==> src/rtl/bulls_cows_game_if.sv <==
// Entry/display bus of the Bulls & Cows controller: the front panel is the
// master (digit switches, confirm button), the game controller is the slave.
interface bulls_cows_game_if #(
  parameter int DIGITS    = 4,
  parameter int DIGIT_W   = 4,
  parameter int MAX_TURNS = 10
);
  localparam int CNT_W  = $clog2(DIGITS + 1);
  localparam int TURN_W = $clog2(MAX_TURNS + 1);

  logic [DIGITS*DIGIT_W-1:0] guess;
  logic                      confirm;
  logic [2:0]                state;
  logic                      player;
  logic [CNT_W-1:0]          bulls;
  logic [CNT_W-1:0]          cows;
  logic [1:0]                winner;
  logic [TURN_W-1:0]         turn;
  logic                      err;

  modport master (
    output guess, confirm,
    input  state, player, bulls, cows, winner, turn, err
  );

  modport slave (
    input  guess, confirm,
    output state, player, bulls, cows, winner, turn, err
  );
endinterface

==> src/rtl/bulls_cows_game.sv <==
// Two-player Bulls & Cows controller: validates entries, scores each guess
// against the opponent's secret in one cycle, and tracks rounds, wins and draws.
module bulls_cows_game #(
  parameter int DIGITS    = 4,
  parameter int DIGIT_W   = 4,
  parameter int RADIX     = 10,
  parameter int MAX_TURNS = 10
) (
  input logic              clock,
  input logic              reset,
  bulls_cows_game_if.slave bus
);
  localparam int CODE_W = DIGITS * DIGIT_W;
  localparam int CNT_W  = $clog2(DIGITS + 1);
  localparam int TURN_W = $clog2(MAX_TURNS + 1);

  typedef enum logic [2:0] {
    SECRET_J1 = 3'd0,
    SECRET_J2 = 3'd1,
    GUESS_J1  = 3'd2,
    GUESS_J2  = 3'd3,
    RESULT_J1 = 3'd4,
    RESULT_J2 = 3'd5,
    WIN       = 3'd6,
    DRAW      = 3'd7
  } state_e;

  state_e              state_q, state_d;
  logic                player_q, player_d;
  logic [CNT_W-1:0]    bulls_q, bulls_d;
  logic [CNT_W-1:0]    cows_q, cows_d;
  logic [1:0]          winner_q, winner_d;
  logic [TURN_W-1:0]   turn_q, turn_d;
  logic                err_q, err_d;
  logic [CODE_W-1:0]   secret1_q, secret1_d;
  logic [CODE_W-1:0]   secret2_q, secret2_d;
  logic                confirm_q;
  logic                cpulse;

  logic [DIGIT_W-1:0]  guess_dig [DIGITS];
  logic [DIGIT_W-1:0]  opp_dig   [DIGITS];
  logic [CODE_W-1:0]   opp_secret;
  logic                entry_valid;
  logic [CNT_W-1:0]    bulls_cnt, cows_cnt;

  // confirm_q resets high so a button held through reset yields no pulse.
  assign cpulse     = bus.confirm & ~confirm_q;
  assign opp_secret = (state_q == GUESS_J2) ? secret1_q : secret2_q;

  always_comb begin
    for (int i = 0; i < DIGITS; i++) begin
      guess_dig[i] = bus.guess[i*DIGIT_W +: DIGIT_W];
      opp_dig[i]   = opp_secret[i*DIGIT_W +: DIGIT_W];
    end
  end

  // NOTE: every always_comb output gets a default before any branch or loop,
  // so no path leaves a value unassigned and no latch is inferred.
  always_comb begin
    entry_valid = 1'b1;
    bulls_cnt   = '0;
    cows_cnt    = '0;
    for (int i = 0; i < DIGITS; i++) begin
      if (32'(guess_dig[i]) >= RADIX) entry_valid = 1'b0;
      for (int j = 0; j < DIGITS; j++) begin
        if (j > i && guess_dig[i] == guess_dig[j]) entry_valid = 1'b0;
        if (guess_dig[i] == opp_dig[j]) begin
          if (i == j) bulls_cnt = bulls_cnt + CNT_W'(1);
          else        cows_cnt  = cows_cnt + CNT_W'(1);
        end
      end
    end
  end

  // NOTE: sequential state uses non-blocking '<=' so every register samples
  // pre-edge values regardless of statement order. Secrets are reset as well:
  // an aborted game must not leak a code into the next one.
  always_ff @(posedge clock or posedge reset) begin
    if (reset) begin
      state_q   <= SECRET_J1;
      player_q  <= 1'b0;
      bulls_q   <= '0;
      cows_q    <= '0;
      winner_q  <= 2'd0;
      turn_q    <= '0;
      err_q     <= 1'b0;
      secret1_q <= '0;
      secret2_q <= '0;
      confirm_q <= 1'b1;
    end else begin
      state_q   <= state_d;
      player_q  <= player_d;
      bulls_q   <= bulls_d;
      cows_q    <= cows_d;
      winner_q  <= winner_d;
      turn_q    <= turn_d;
      err_q     <= err_d;
      secret1_q <= secret1_d;
      secret2_q <= secret2_d;
      confirm_q <= bus.confirm;
    end
  end

  always_comb begin
    state_d   = state_q;
    bulls_d   = bulls_q;
    cows_d    = cows_q;
    winner_d  = winner_q;
    turn_d    = turn_q;
    err_d     = 1'b0;
    secret1_d = secret1_q;
    secret2_d = secret2_q;

    case (state_q)
      SECRET_J1, SECRET_J2: begin
        if (cpulse) begin
          if (!entry_valid) begin
            err_d = 1'b1;
          end else if (state_q == SECRET_J1) begin
            secret1_d = bus.guess;
            state_d   = SECRET_J2;
          end else begin
            secret2_d = bus.guess;
            state_d   = GUESS_J1;
          end
        end
      end
      GUESS_J1, GUESS_J2: begin
        if (cpulse) begin
          if (!entry_valid) begin
            err_d = 1'b1;
          end else begin
            bulls_d = bulls_cnt;
            cows_d  = cows_cnt;
            if (32'(bulls_cnt) == DIGITS) begin
              state_d  = WIN;
              winner_d = (state_q == GUESS_J1) ? 2'd1 : 2'd2;
            end else begin
              state_d = (state_q == GUESS_J1) ? RESULT_J1 : RESULT_J2;
            end
          end
        end
      end
      RESULT_J1: if (cpulse) state_d = GUESS_J2;
      RESULT_J2: begin
        if (cpulse) begin
          turn_d = turn_q + TURN_W'(1);
          if (32'(turn_d) == MAX_TURNS) begin
            state_d  = DRAW;
            winner_d = 2'd3;
          end else begin
            state_d = GUESS_J1;
          end
        end
      end
      WIN, DRAW: begin
        if (cpulse) begin
          state_d   = SECRET_J1;
          secret1_d = '0;
          secret2_d = '0;
          bulls_d   = '0;
          cows_d    = '0;
          winner_d  = 2'd0;
          turn_d    = '0;
        end
      end
      default: state_d = SECRET_J1;
    endcase

    // The active player follows the next state; WIN/DRAW keep the last one.
    case (state_d)
      SECRET_J1, GUESS_J1, RESULT_J1: player_d = 1'b0;
      SECRET_J2, GUESS_J2, RESULT_J2: player_d = 1'b1;
      default:                        player_d = player_q;
    endcase
  end

  always_comb begin
    bus.state  = state_q;
    bus.player = player_q;
    bus.bulls  = bulls_q;
    bus.cows   = cows_q;
    bus.winner = winner_q;
    bus.turn   = turn_q;
    bus.err    = err_q;
  end
endmodule

==> src/flat_wrapper.sv <==
// flat-port wrapper written by rule: the top's interface ports become plain ports
module bulls_cows_game_flat 
#(
  parameter int DIGITS    = 4,
  parameter int DIGIT_W   = 4,
  parameter int RADIX     = 10,
  parameter int MAX_TURNS = 10
)
  (clock, reset, bus_guess, bus_confirm, bus_state, bus_player, bus_bulls, bus_cows, bus_winner, bus_turn, bus_err);
  bulls_cows_game_if #(.DIGITS(DIGITS), .DIGIT_W(DIGIT_W), .MAX_TURNS(MAX_TURNS)) bus_i ();
  input logic clock;
  input logic reset;
  input wire logic [$bits(bus_i.guess)-1:0] bus_guess;
  input wire logic [$bits(bus_i.confirm)-1:0] bus_confirm;
  output wire logic [$bits(bus_i.state)-1:0] bus_state;
  output wire logic [$bits(bus_i.player)-1:0] bus_player;
  output wire logic [$bits(bus_i.bulls)-1:0] bus_bulls;
  output wire logic [$bits(bus_i.cows)-1:0] bus_cows;
  output wire logic [$bits(bus_i.winner)-1:0] bus_winner;
  output wire logic [$bits(bus_i.turn)-1:0] bus_turn;
  output wire logic [$bits(bus_i.err)-1:0] bus_err;
  assign bus_i.guess = bus_guess;
  assign bus_i.confirm = bus_confirm;
  assign bus_state = bus_i.state;
  assign bus_player = bus_i.player;
  assign bus_bulls = bus_i.bulls;
  assign bus_cows = bus_i.cows;
  assign bus_winner = bus_i.winner;
  assign bus_turn = bus_i.turn;
  assign bus_err = bus_i.err;
  bulls_cows_game #(.DIGITS(DIGITS), .DIGIT_W(DIGIT_W), .RADIX(RADIX), .MAX_TURNS(MAX_TURNS)) u_core (.clock(clock), .reset(reset), .bus(bus_i));
endmodule
==> config.mk <==
export PLATFORM = sky130hd
export DESIGN_NAME = bulls_cows_game_flat
export DESIGN_NICKNAME = d
export VERILOG_FILES = /design/src/rtl/bulls_cows_game_if.sv /design/src/rtl/bulls_cows_game.sv /design/src/flat_wrapper.sv
export SDC_FILE = /design/constraint.sdc
export NUM_CORES = 1
export LEC_CHECK = 0
export BUFFER_PORTS_ARGS = -buffer_cell sky130_fd_sc_hd__buf_2
export CAP_MARGIN = 10
export CORE_MARGIN = 3
export CORE_UTILIZATION = 50
export DETAILED_ROUTE_END_ITERATION = 7
export PLACE_DENSITY = 0.71
export SETUP_SLACK_MARGIN = 0.02
export SYNTH_ARGS = -nofsm -noshare
export SYNTH_HDL_FRONTEND = slang
export SYNTH_SLANG_ARGS = --single-unit
==> constraint.sdc <==
create_clock -name clock -period 23.2 [get_ports clock]
set_clock_uncertainty 0.15 [all_clocks]
set_input_delay 2.32 -clock clock [delete_from_list [all_inputs] [get_ports clock]]
set_output_delay 2.32 -clock clock [all_outputs]
set_load 0.05 [all_outputs]
==> metrics.txt, run 1 <==
Tot GR Track Use 21.48%; fraction of registers with async set/reset 100.0%; Placed Area 4778 um2; area taken by multi-input logic gates approximately 3100 um2; initial antenna violation count 0; Syn Area/Cell 9.057 um2; NumNets Final 559; WP data required 23.25 ns; drc violations 0; Hold-fix buffers, CTS 0; Clock Path Buffers 2; RSZ-0062 raised after global routing no; fillers 800; sequential-to-total area share from yosys stat 27.55%; peak supply drop 51.83 uV; Crit path top cell by count ha_1; Post-DRT Antenna Nets 0; critical path class input port to flip-flop; CP max stage cell a221oi_1; CTS tree built; post-CTS sizing 0; Worst path max stage delay 0.39 ns; Yosys cell types 60; Worst-path clk slew 0.10 ns; Worst Setup Start Kind input port; Synthesis Warnings 0; Initial Util about half; synthesized area 4547 um2; Core ar. 8763 um2; Finished Cell Area 4896 um2; final wirelength 10870 um; CTS Buf Count 5; Tcrit/Tclk final 38.71%; layout cells sized above 1 17.47%; DR iter-0 viols 259; clk_lat worst skew 0.32 ns; minimum clock period 8.981 ns; worst slew pin tran 1.112 ns; Final Max Tran Viols 0; clock power share 9.4%; hpwl dp 7858 um; Main synth FF type dfrtp_1; largest net degree at the start of global routing 51; EDFF count, synth 0; status complete, no violations; FP Rows 34; slew margin rel. 25.17%; Reg area 1252 um2; GPL Wtd Cong 0.9019; Area Overhead vs Synth 7.678%; Sw Pwr about 0.28 mW; grt ovf 0; first-pass GRT wire length around 18000 um; Flop pwr share 25.8%; io pins 36; htree depth 2; # port buffers 35; setup violators final 0; logic gate share of total power 64.8%; Final Hold Fails 0; Setup Fix Bufs, Post-CTS 0; routed length per instance between 15 and 20 um; Post-Synthesis Cells 502; f_max about 110 MHz; Ant. Diodes 0; Max-Cap Viols 0; Via Count 3750; Min-Delay Path Class flip-flop to flip-flop; dpl ws 13.86 ns; DIE AREA 10270 um2; Final WS setup 14.22 ns; total negative slack 0 ns; die span in x 101.4 um; Net Sw Frac between 40% and 50%; internal power 0.3164 mW; Pwr Density 122.4 nW/um2; post-synthesis net count 541; flops & latches, synth 50; DR vias/cell about 6.0; Pleak 2.092 nW; CP Data Arrival Time 9.03 ns; Critical Path End Type flip-flop; Chip Height a little over 100 um; Num Clock Sinks 50; number of global-route vias before repair 3572; DR pass1 iterations 5; Total Power approximately 0.60 mW; CTS root buffer clkbuf_8; crit-path max FO 10; post-layout util 55.87%
## through the flow
stage	hold slack, ns	std cells
2_1_floorplan	0.3079	502
3_3_place_gp	0.3174	620
3_5_place_dp	0.3211	620
4_1_cts	0.3457	628
5_1_grt	0.3729	629
6_report	0.3379	629
## final timing paths
check,from,cells after the start,slack (ns),end
worst max-delay path,bus_guess[3],33,14.22,u_core.bus.cows[2]$_DFFE_PP0P_
worst min-delay path,u_core.bus.bulls[0]$_DFFE_PP0P_,2,0.34,u_core.bus.bulls[0]$_DFFE_PP0P_
worst max register to register,u_core.bus.state[2]$_DFF_PP0_,35,14.87,u_core.bus.cows[2]$_DFFE_PP0P_
worst min register to register,u_core.bus.bulls[0]$_DFFE_PP0P_,2,0.34,u_core.bus.bulls[0]$_DFFE_PP0P_
max in group asynchronous,reset,3,20.46,u_core.secret2_q[3]$_DFFE_PP0P_
min in group asynchronous,reset,2,1.89,u_core.secret1_q[4]$_DFFE_PP0P_
## synth_stat cells, types with 17 or more instances
cell,instances,area (um2)
nor2_1,20,75.07
nor2b_1,17,106.4
o21ai_0,24,120.1
ha_1,20,250.2
xnor2_1,79,691.9
clkbuf_1,17,63.81
mux2_2,20,225.2
mux2i_1,19,190.2
dfrtp_1,49,1226
nand2_1,44,165.2
xor2_1,17,148.9
inv_1,25,93.84
## routing by layer
| layer | wire [um] | vias up | part of all wire, % | GRT usage (%) |
|---|---|---|---|---|
| met5 | 0 | - | 0 | 0 |
| met3 | 527 | 18 | 4.8 | 3.719 |
| li1 | - | 1773 | - | - |
| met2 | 5258 | 110 | 48 | 35.16 |
| met4 | 193 | 0 | 1.8 | 6.135 |
| met1 | 4887 | 1849 | 45 | 29.23 |
## placed cells by master (no fill, tap or decap), drive strengths merged, types with 2 or more instances in the layout
cell    Yosys  final
o32ai       2      2
or3         3      3
buf        11     39
clkbuf     17      5
a221oi      3      3
o221a       2      2
nand2b      6      6
mux2i      21     21
xnor2      80     80
nor2       21     21
ha         20     20
nand3b      2      2
inv        27     29
and2        3      3
a31oi       2      2
dfrtp      49     49
nand4       7      7
o221ai      5      5
nand2      44     44
o31ai       3      3
a21oi      14     14
o22ai       4      4
nor3        9      9
nor2b      17     17
o21ai      32     32
xor2       21     21
or4         3      3
mux2       32     32
nor4       12     12
nand3      13     13
## critical path, delay by kind of cell
kind / cells / cell delay (ns)
fa+ha+maj: 9 / 2.45
simple gates: 5 / 0.45
buf+inv: 2 / 0.34
xor+xnor: 4 / 0.53
mux: 7 / 1.67
compound gates: 6 / 1.29
## state kept, by name, indices dropped and copies added, names as in the netlist
| register | cells |
|---|---|
| u_core.secret1_q | 16 |
| u_core.secret2_q | 16 |
| u_core.bus.turn | 4 |
| u_core.bus.bulls | 3 |
| u_core.bus.cows | 3 |
| u_core.bus.state | 3 |
| u_core.bus.winner | 2 |
| u_core.bus.err | 1 |
| u_core.bus.player | 1 |
| u_core.confirm_q | 1 |
## logic make-up after synthesis
group                    synth area share (%)
AO/OA/AOI/OAI                           12.05
XOR/XNOR                                20.80
adder cells (fa/ha/maj)                 5.504
buffers and inverters                   4.843
flip-flops                              27.55
multiplexers                            12.71
AND/OR/NAND/NOR                         16.54
## power groups by stage
| stage | registers, mW | logic (mW) | clock network [mW] |
|---|---|---|---|
| after floorplan | 0.168 | 0.300 | 0 |
| after global placement | 0.154 | 0.372 | 0 |
| after detailed placement | 0.156 | 0.388 | 0 |
| after CTS | 0.154 | 0.389 | 0.0586 |
| after global routing | 0.160 | 0.428 | 0.0621 |
| final | 0.155 | 0.389 | 0.0562 |
## cell type report
cell class,count,area share (%)
Clock inverter,3,0.5878
Tap cell,108,2.760
Timing Repair Buffer,39,4.447
Sequential cell,50,25.58
Multi-Input combinational cell,397,63.15
Clock buffer,5,1.406
Inverter,27,2.070
Power figures use the tool's default switching activity.
==> run 2: changes to the inputs <==
==> constraint.sdc (replaced) <==
create_clock -name clock -period 9.12 [get_ports clock]
set_clock_uncertainty 0.15 [all_clocks]
set_input_delay 0.912 -clock clock [delete_from_list [all_inputs] [get_ports clock]]
set_output_delay 0.912 -clock clock [all_outputs]
set_load 0.05 [all_outputs]
==> run 2 against run 1 <==
  * Hold slack gained 0.0056 ns
  * Sequential power rose to 2.6 times the previous value
  * Non-clock buffer count is 1 higher
  * Largest cell class unchanged
==> metrics.txt, run 2 (synthesis results as in run 1) <==
CP top delay family adder cells (unchanged); Worst Setup Start Kind flip-flop (was input port); Reg-to-Reg End u_core.bus.cows[2]$_DFFE_PP0P_ (unchanged); DIE AREA 10270 um2 (unchanged); CP Data Arrival Time 8.46 ns (was 9.03 ns); Worst Hold Depth 2 (unchanged); Final Max Tran Viols 0 (unchanged); die span in x 101.4 um (unchanged); worst slew pin tran 1.246 ns (was 1.112 ns); Worst path max stage delay 0.60 ns (was 0.39 ns); CTS tree built (unchanged); Flop pwr share 26.5% (was 25.8%); f_max 119.1 MHz; peak supply drop 114.6 uV (was 51.83 uV); Core ar. 8763 um2 (unchanged); routed length per instance 17.88 um (was 17.28 um); Min Hold Slack 0.3435 ns (was 0.3379 ns); hpwl dp 8318 um (was 7858 um); clock power share 9.3% (was 9.4%); number of global-route vias before repair 3620 (was 3572); Net Sw Frac 47.27% (was 47.21%); critical path class flip-flop to flip-flop (was input port to flip-flop); final wirelength 11260 um (was 10870 um); largest net degree at the start of global routing 51 (unchanged); WP data required 9.18 ns (was 23.25 ns); RSZ-0062 raised after global routing no (unchanged); initial antenna violation count 0 (unchanged); most frequent cells in the layout 79 x xnor2_1, 49 x dfrtp_1, 44 x nand2_1 (unchanged); Post-DRT Antenna Nets 0 (unchanged); post-CTS sizing 0 (unchanged); Critical Path End Type flip-flop (unchanged); post-layout util 55.67% (was 55.87%); Area Overhead vs Synth 7.292% (was 7.678%); CP max stage cell mux2i_1 (was a221oi_1); Sw Pwr 0.7198 mW (was 0.2830 mW); internal power 0.8028 mW (was 0.3164 mW); Min-Delay Path Class flip-flop to flip-flop (unchanged); htree depth 2 (unchanged); Worst Hold Path EP u_core.bus.cows[0]$_DFFE_PP0P_ (was u_core.bus.bulls[0]$_DFFE_PP0P_); Initial Util 51.88% (unchanged); FP Rows 34 (unchanged); fillers 763 (was 800); Worst-path clk slew 0.11 ns (was 0.10 ns); hold_sp u_core.bus.cows[0]$_DFFE_PP0P_ (was u_core.bus.bulls[0]$_DFFE_PP0P_); most common cell after layout, fill and taps aside xnor2_1 (unchanged); first-pass GRT wire length 18610 um (was 17640 um); dpl ws 0.8060 ns (was 13.86 ns); CTS root buffer clkbuf_8 (unchanged); setup violators final 0 (unchanged); Clock Path Buffers 2 (unchanged); Tot GR Track Use 22.50% (was 21.48%); logic gate share of total power 64.2% (was 64.8%); clk_lat worst skew 0.32 ns (about the same); crit-path max FO 12 (was 10); DR vias/cell 5.927 (was 5.962); Setup Fix Bufs, Post-CTS 0 (unchanged); Num Clock Sinks 50 (unchanged); grt ovf 0 (unchanged); CTS Buf Count 5 (unchanged); DR iter-0 viols 296 (was 259); drc violations 0 (unchanged); Chip Height 101.4 um (unchanged); Pwr Density 312.1 nW/um2 (was 122.4 nW/um2); Tcrit/Tclk final 92.08%; worst reg2reg setup slack 0.72 ns (was 14.87 ns); Ant. Diodes 0 (unchanged); reg2reg start u_core.bus.state[2]$_DFF_PP0_ (unchanged); Final WS setup 0.7220 ns (was 14.22 ns); GPL Wtd Cong 0.8771 (was 0.9019); Hold-fix buffers, CTS 0 (unchanged); NumNets Final 560 (was 559); io pins 36 (unchanged); DR pass1 iterations 5 (unchanged); WP buf/inv 2 (unchanged); minimum clock period approximately 8.4 ns; Pleak 2.092 nW (about the same); layout cells sized above 1 17.62% (was 17.47%); Total Power 1.523 mW (was 0.5994 mW); FF-to-FF path depth 34 (was 35); Crit path top cell by count ha_1 (unchanged); # port buffers 35 (unchanged); Final Hold Fails 0 (unchanged); slew margin rel. 16.15% (was 25.17%); total negative slack 0 ns (unchanged); Max-Cap Viols 0 (unchanged); status complete, no violations (unchanged); Via Count 3734 (was 3750)
[run 2: changes by cell type in the layout (fill, tap and decap cells not counted), sizes merged]
cell,delta
inv,-1
clkinv,+1
buf,+1
[run 2: power by group through the flow]
stage / clock [mW] / combinational [mW] / sequential (mW)
after global placement: 0 / 0.943 / 0.399
after global routing: 0.155 / 1.09 / 0.414
after detailed placement: 0 / 0.974 / 0.404
after floorplan: 0 / 0.762 / 0.427
final: 0.141 / 0.977 / 0.404
after CTS: 0.145 / 0.979 / 0.399
[run 2: cell type report]
cell class / instances / area [um2] / area share [%]
Clock buffer: 5 / 68.82 / 1.411
Tap cell: 108 / 135.1 / 2.770
Timing Repair Buffer: 40 / 212.7 / 4.360
Sequential cell: 50 / 1252 / 25.67
Multi-Input combinational cell: 397 / 3079 / 63.12
Clock inverter: 3 / 28.78 / 0.5899
Inverter: 27 / 101.3 / 2.077
[run 2: stage by stage]
step | area (um2) | std cells
after global placement | 4781 | 622
after floorplan | 4547 | 502
final | 4878 | 630
after CTS | 4878 | 630
after detailed placement | 4781 | 622
after global routing | 4878 | 630
[run 2: worst max path at each step]
stage	start	end	slack [ns]	cells past startpoint
after floorplan	u_core.bus.state[2]$_DFF_PP0_	u_core.bus.cows[2]$_DFFE_PP0P_	1.10	36
after global placement	u_core.bus.state[2]$_DFF_PP0_	u_core.bus.cows[2]$_DFFE_PP0P_	1.16	34
after detailed placement	u_core.bus.state[2]$_DFF_PP0_	u_core.bus.cows[2]$_DFFE_PP0P_	0.81	34
after CTS	u_core.bus.state[2]$_DFF_PP0_	u_core.bus.cows[2]$_DFFE_PP0P_	0.76	34
after global routing	u_core.bus.state[1]$_DFF_PP0_	u_core.bus.cows[2]$_DFFE_PP0P_	0.15	34
final	u_core.bus.state[2]$_DFF_PP0_	u_core.bus.cows[2]$_DFFE_PP0P_	0.72	34
[run 2: metal layers]
layer | global-route usage, % | wire length, um | vias up
li1 | - | - | 1769
met1 | 31.53 | 5165 | 1824
met2 | 36.82 | 5344 | 132
met3 | 3.512 | 674 | 9
met4 | 4.806 | 77 | 0
met5 | 0 | 0 | -
[run 2: worst reg2reg max path: cells and delay by family, from the launching register on]
family | cells | cell delay, ns
and+or+nand+nor | 7 | 1.65
buffers and inverters | 2 | 0.17
adders and majority gates | 10 | 2.71
AOI/OAI and AO/OA | 3 | 0.36
xor gates and xnor gates | 5 | 0.75
muxes | 7 | 2.00
DFF | 1 | 0.51
==> run 3: changes to the inputs <==
--- a/config.mk
+++ b/config.mk
@@ -12,6 +12,7 @@
 export DETAILED_ROUTE_END_ITERATION = 7
 export PLACE_DENSITY = 0.71
 export SETUP_SLACK_MARGIN = 0.02
+export SKIP_LAST_GASP = 1
 export SYNTH_ARGS = -nofsm -noshare
 export SYNTH_HDL_FRONTEND = slang
 export SYNTH_SLANG_ARGS = --single-unit
==> constraint.sdc (replaced) <==
create_clock -name clock -period 8.33 [get_ports clock]
set_clock_uncertainty 0.15 [all_clocks]
set_input_delay 0.833 -clock clock [delete_from_list [all_inputs] [get_ports clock]]
set_output_delay 0.833 -clock clock [all_outputs]
set_load 0.05 [all_outputs]
==> run 3 against run 2 <==
  * Non-clock buffer count rose by 4
  * Power rose by 11%
  * Critical path depth rose by 2
  * Count of clock-buffer cells in the layout did not move
  * Clock power rose by 12%
  * Sequential share of layout area fell by 0.24 points
  * Fmax rose by 8.2%
  * Sequential power rose by 9.2%
  * Global-route usage barely moved
  * First-iteration DRC count rose by 9.1%
  * Die area did not move
  * Core utilization rose by 0.70 points
  * Critical endpoint unchanged
==> metrics.txt, run 3 (synthesis results as in run 1) <==
status complete, no violations (unchanged); Core ar. 8763 um2 (unchanged); hold_sp u_core.bus.cows[0]$_DFFE_PP0P_ (unchanged); first-pass GRT wire length 18530 um (was 18610 um); DR iter-0 viols 323 (was 296); Worst-path clk slew 0.11 ns (about the same); Chip Height 101.4 um (unchanged); placed insts 624 (was 622); final wirelength 11250 um (was 11260 um); GR Util met3 2.961% (was 3.512%); number of global-route vias before repair 3681 (was 3620); Clock Path Buffers 2 (unchanged); Min-Delay Path Class flip-flop to flip-flop (unchanged); drc violations 0 (unchanged); Ant. Diodes 0 (unchanged); Num Clock Sinks 50 (unchanged); CP max stage cell or4_1 (was mux2i_1); clk_lat worst skew 0.32 ns (about the same); setup violators final 0 (unchanged); Pleak 2.097 nW (was 2.092 nW); DR vias/cell 5.948 (was 5.927); Final Hold Fails 0 (unchanged); non-filler instance count after layout 634 (was 630); Worst Hold Depth 2 (unchanged); minimum clock period 7.759 ns (was 8.398 ns); DIE AREA 10270 um2 (unchanged); most frequent cells in the layout 79 x xnor2_1, 46 x dfrtp_1, 44 x nand2_1 (was 79 x xnor2_1, 49 x dfrtp_1, 44 x nand2_1); CP Data Arrival Time 7.83 ns (was 8.46 ns); Placed Area 4796 um2 (was 4781 um2); io pins 36 (unchanged); die span in x 101.4 um (unchanged); htree depth 2 (unchanged); FF-to-FF path depth 36 (was 34); DR pass1 iterations 5 (unchanged); worst slew pin tran 1.186 ns (was 1.246 ns); worst reg2reg setup slack 0.57 ns (was 0.72 ns); Post-DRT Antenna Nets 0 (unchanged); critical path class flip-flop to flip-flop (unchanged); Worst Hold Path EP u_core.bus.cows[0]$_DFFE_PP0P_ (unchanged); Pwr Density 342.5 nW/um2 (was 312.1 nW/um2); Via Count 3771 (was 3734); slew margin rel. 20.19% (was 16.15%); NumNets Final 564 (was 560); WP data required 8.40 ns (was 9.18 ns); global routing usage on met1 31.04% (was 31.53%); initial antenna violation count 0 (unchanged); Area Overhead vs Synth 8.641% (was 7.292%); Worst path max stage delay 0.55 ns (was 0.60 ns); grt ovf 0 (unchanged); f_max 128.9 MHz (was 119.1 MHz); fillers 748 (was 763); Finished Cell Area 4940 um2 (was 4878 um2); grt peak-use layer met2 (unchanged); total negative slack 0 ns (unchanged); Tcrit/Tclk final 93.15% (was 92.08%); GPL Wtd Cong 0.9053 (was 0.8771); met2 usage 36.77% (was 36.82%); CTS Buf Count 5 (unchanged); reg2reg start u_core.bus.state[2]$_DFF_PP0_ (unchanged); RSZ-0062 raised after global routing no (unchanged); CTS root buffer clkbuf_8 (unchanged); most common cell after layout, fill and taps aside xnor2_1 (unchanged); Worst Setup Start Kind flip-flop (unchanged); layout cells sized above 1 19.58% (was 17.62%); Tot GR Track Use 22.53% (was 22.50%); FP Rows 34 (unchanged); Reg-to-Reg End u_core.bus.cows[2]$_DFFE_PP0P_ (unchanged); Final Max Tran Viols 0 (unchanged); # port buffers 35 (unchanged); Crit path top cell by count ha_1 (unchanged); Critical Path End Type flip-flop (unchanged); peak supply drop 163.8 uV (was 114.6 uV); hpwl dp 8351 um (was 8318 um); Hold-fix buffers, CTS 0 (unchanged); Max-Cap Viols 0 (unchanged); crit-path max FO 20 (was 12); Initial Util 51.88% (unchanged); routed length per instance 17.74 um (was 17.88 um); CTS tree built (unchanged); largest net degree at the start of global routing 51 (unchanged)
[run 3: changes by cell type in the layout (fill, tap and decap cells not counted), sizes merged]
cell / delta
buf: +4
[run 3: timing repair]
item	CTS	global route
setup endpoints to repair	0	2
resized for setup	0	10
setup buffers	0	2
[run 3: report_power, final]
| group | internal (mW) | total, mW | leakage, nW | switching (mW) |
|---|---|---|---|---|
| logic | 0.494 | 1.09 | 1.43 | 0.599 |
| registers | 0.339 | 0.441 | 0.616 | 0.102 |
| clock network | 0.0625 | 0.158 | 0.0502 | 0.0951 |
| total | 0.896 | 1.69 | 2.10 | 0.796 |
[run 3: cell type report]
type | count | area [um2] | share of cell area (%)
clock inverter | 3 | 28.78 | 0.5826
multi-input combinational | 397 | 3094 | 62.64
sequential | 50 | 1256 | 25.43
clock buffer | 5 | 68.82 | 1.393
inverter | 27 | 101.3 | 2.052
timing repair buffer | 44 | 255.2 | 5.167
tap | 108 | 135.1 | 2.736
[run 3: stage by stage]
stage	setup WS (ns)	utilization, %	total power, mW	hold slack [ns]
after floorplan	0.3072	-	1.302	0.3079
after global placement	0.6302	54.73	1.472	0.3172
after detailed placement	0.3673	54.73	1.514	0.3227
after CTS	0.3400	55.84	1.674	0.3494
after global routing	0.02575	56.37	1.847	0.3696
final	0.5705	56.37	1.692	0.3418
[run 3: routing by layer]
metal	up-vias	wire length, um
met1	1825	5157
met3	22	587
li1	1779	-
met4	0	206
met2	145	5295
met5	-	0
[run 3: worst max-delay path: cells and delay by family (launching register included)]
| family | cells | cell delay [ns] |
|---|---|---|
| buffers and inverters | 4 | 0.50 |
| adders and majority gates | 10 | 2.69 |
| xor gates and xnor gates | 5 | 0.77 |
| DFF | 1 | 0.48 |
| muxes | 7 | 1.46 |
| AOI/OAI and AO/OA | 3 | 0.35 |
| and+or+nand+nor | 7 | 1.25 |
[run 3: how the worst max path moves through the flow]
stage	from	end	slack, ns
2_1_floorplan	u_core.bus.state[2]$_DFF_PP0_	u_core.bus.cows[2]$_DFFE_PP0P_	0.31
3_3_place_gp	u_core.bus.state[2]$_DFF_PP0_	u_core.bus.cows[2]$_DFFE_PP0P_	0.63
3_5_place_dp	u_core.bus.state[2]$_DFF_PP0_	u_core.bus.cows[2]$_DFFE_PP0P_	0.37
4_1_cts	u_core.bus.state[2]$_DFF_PP0_	u_core.bus.cows[2]$_DFFE_PP0P_	0.34
5_1_grt	u_core.bus.state[2]$_DFF_PP0_	u_core.bus.cows[2]$_DFFE_PP0P_	0.03
6_report	u_core.bus.state[2]$_DFF_PP0_	u_core.bus.cows[2]$_DFFE_PP0P_	0.57
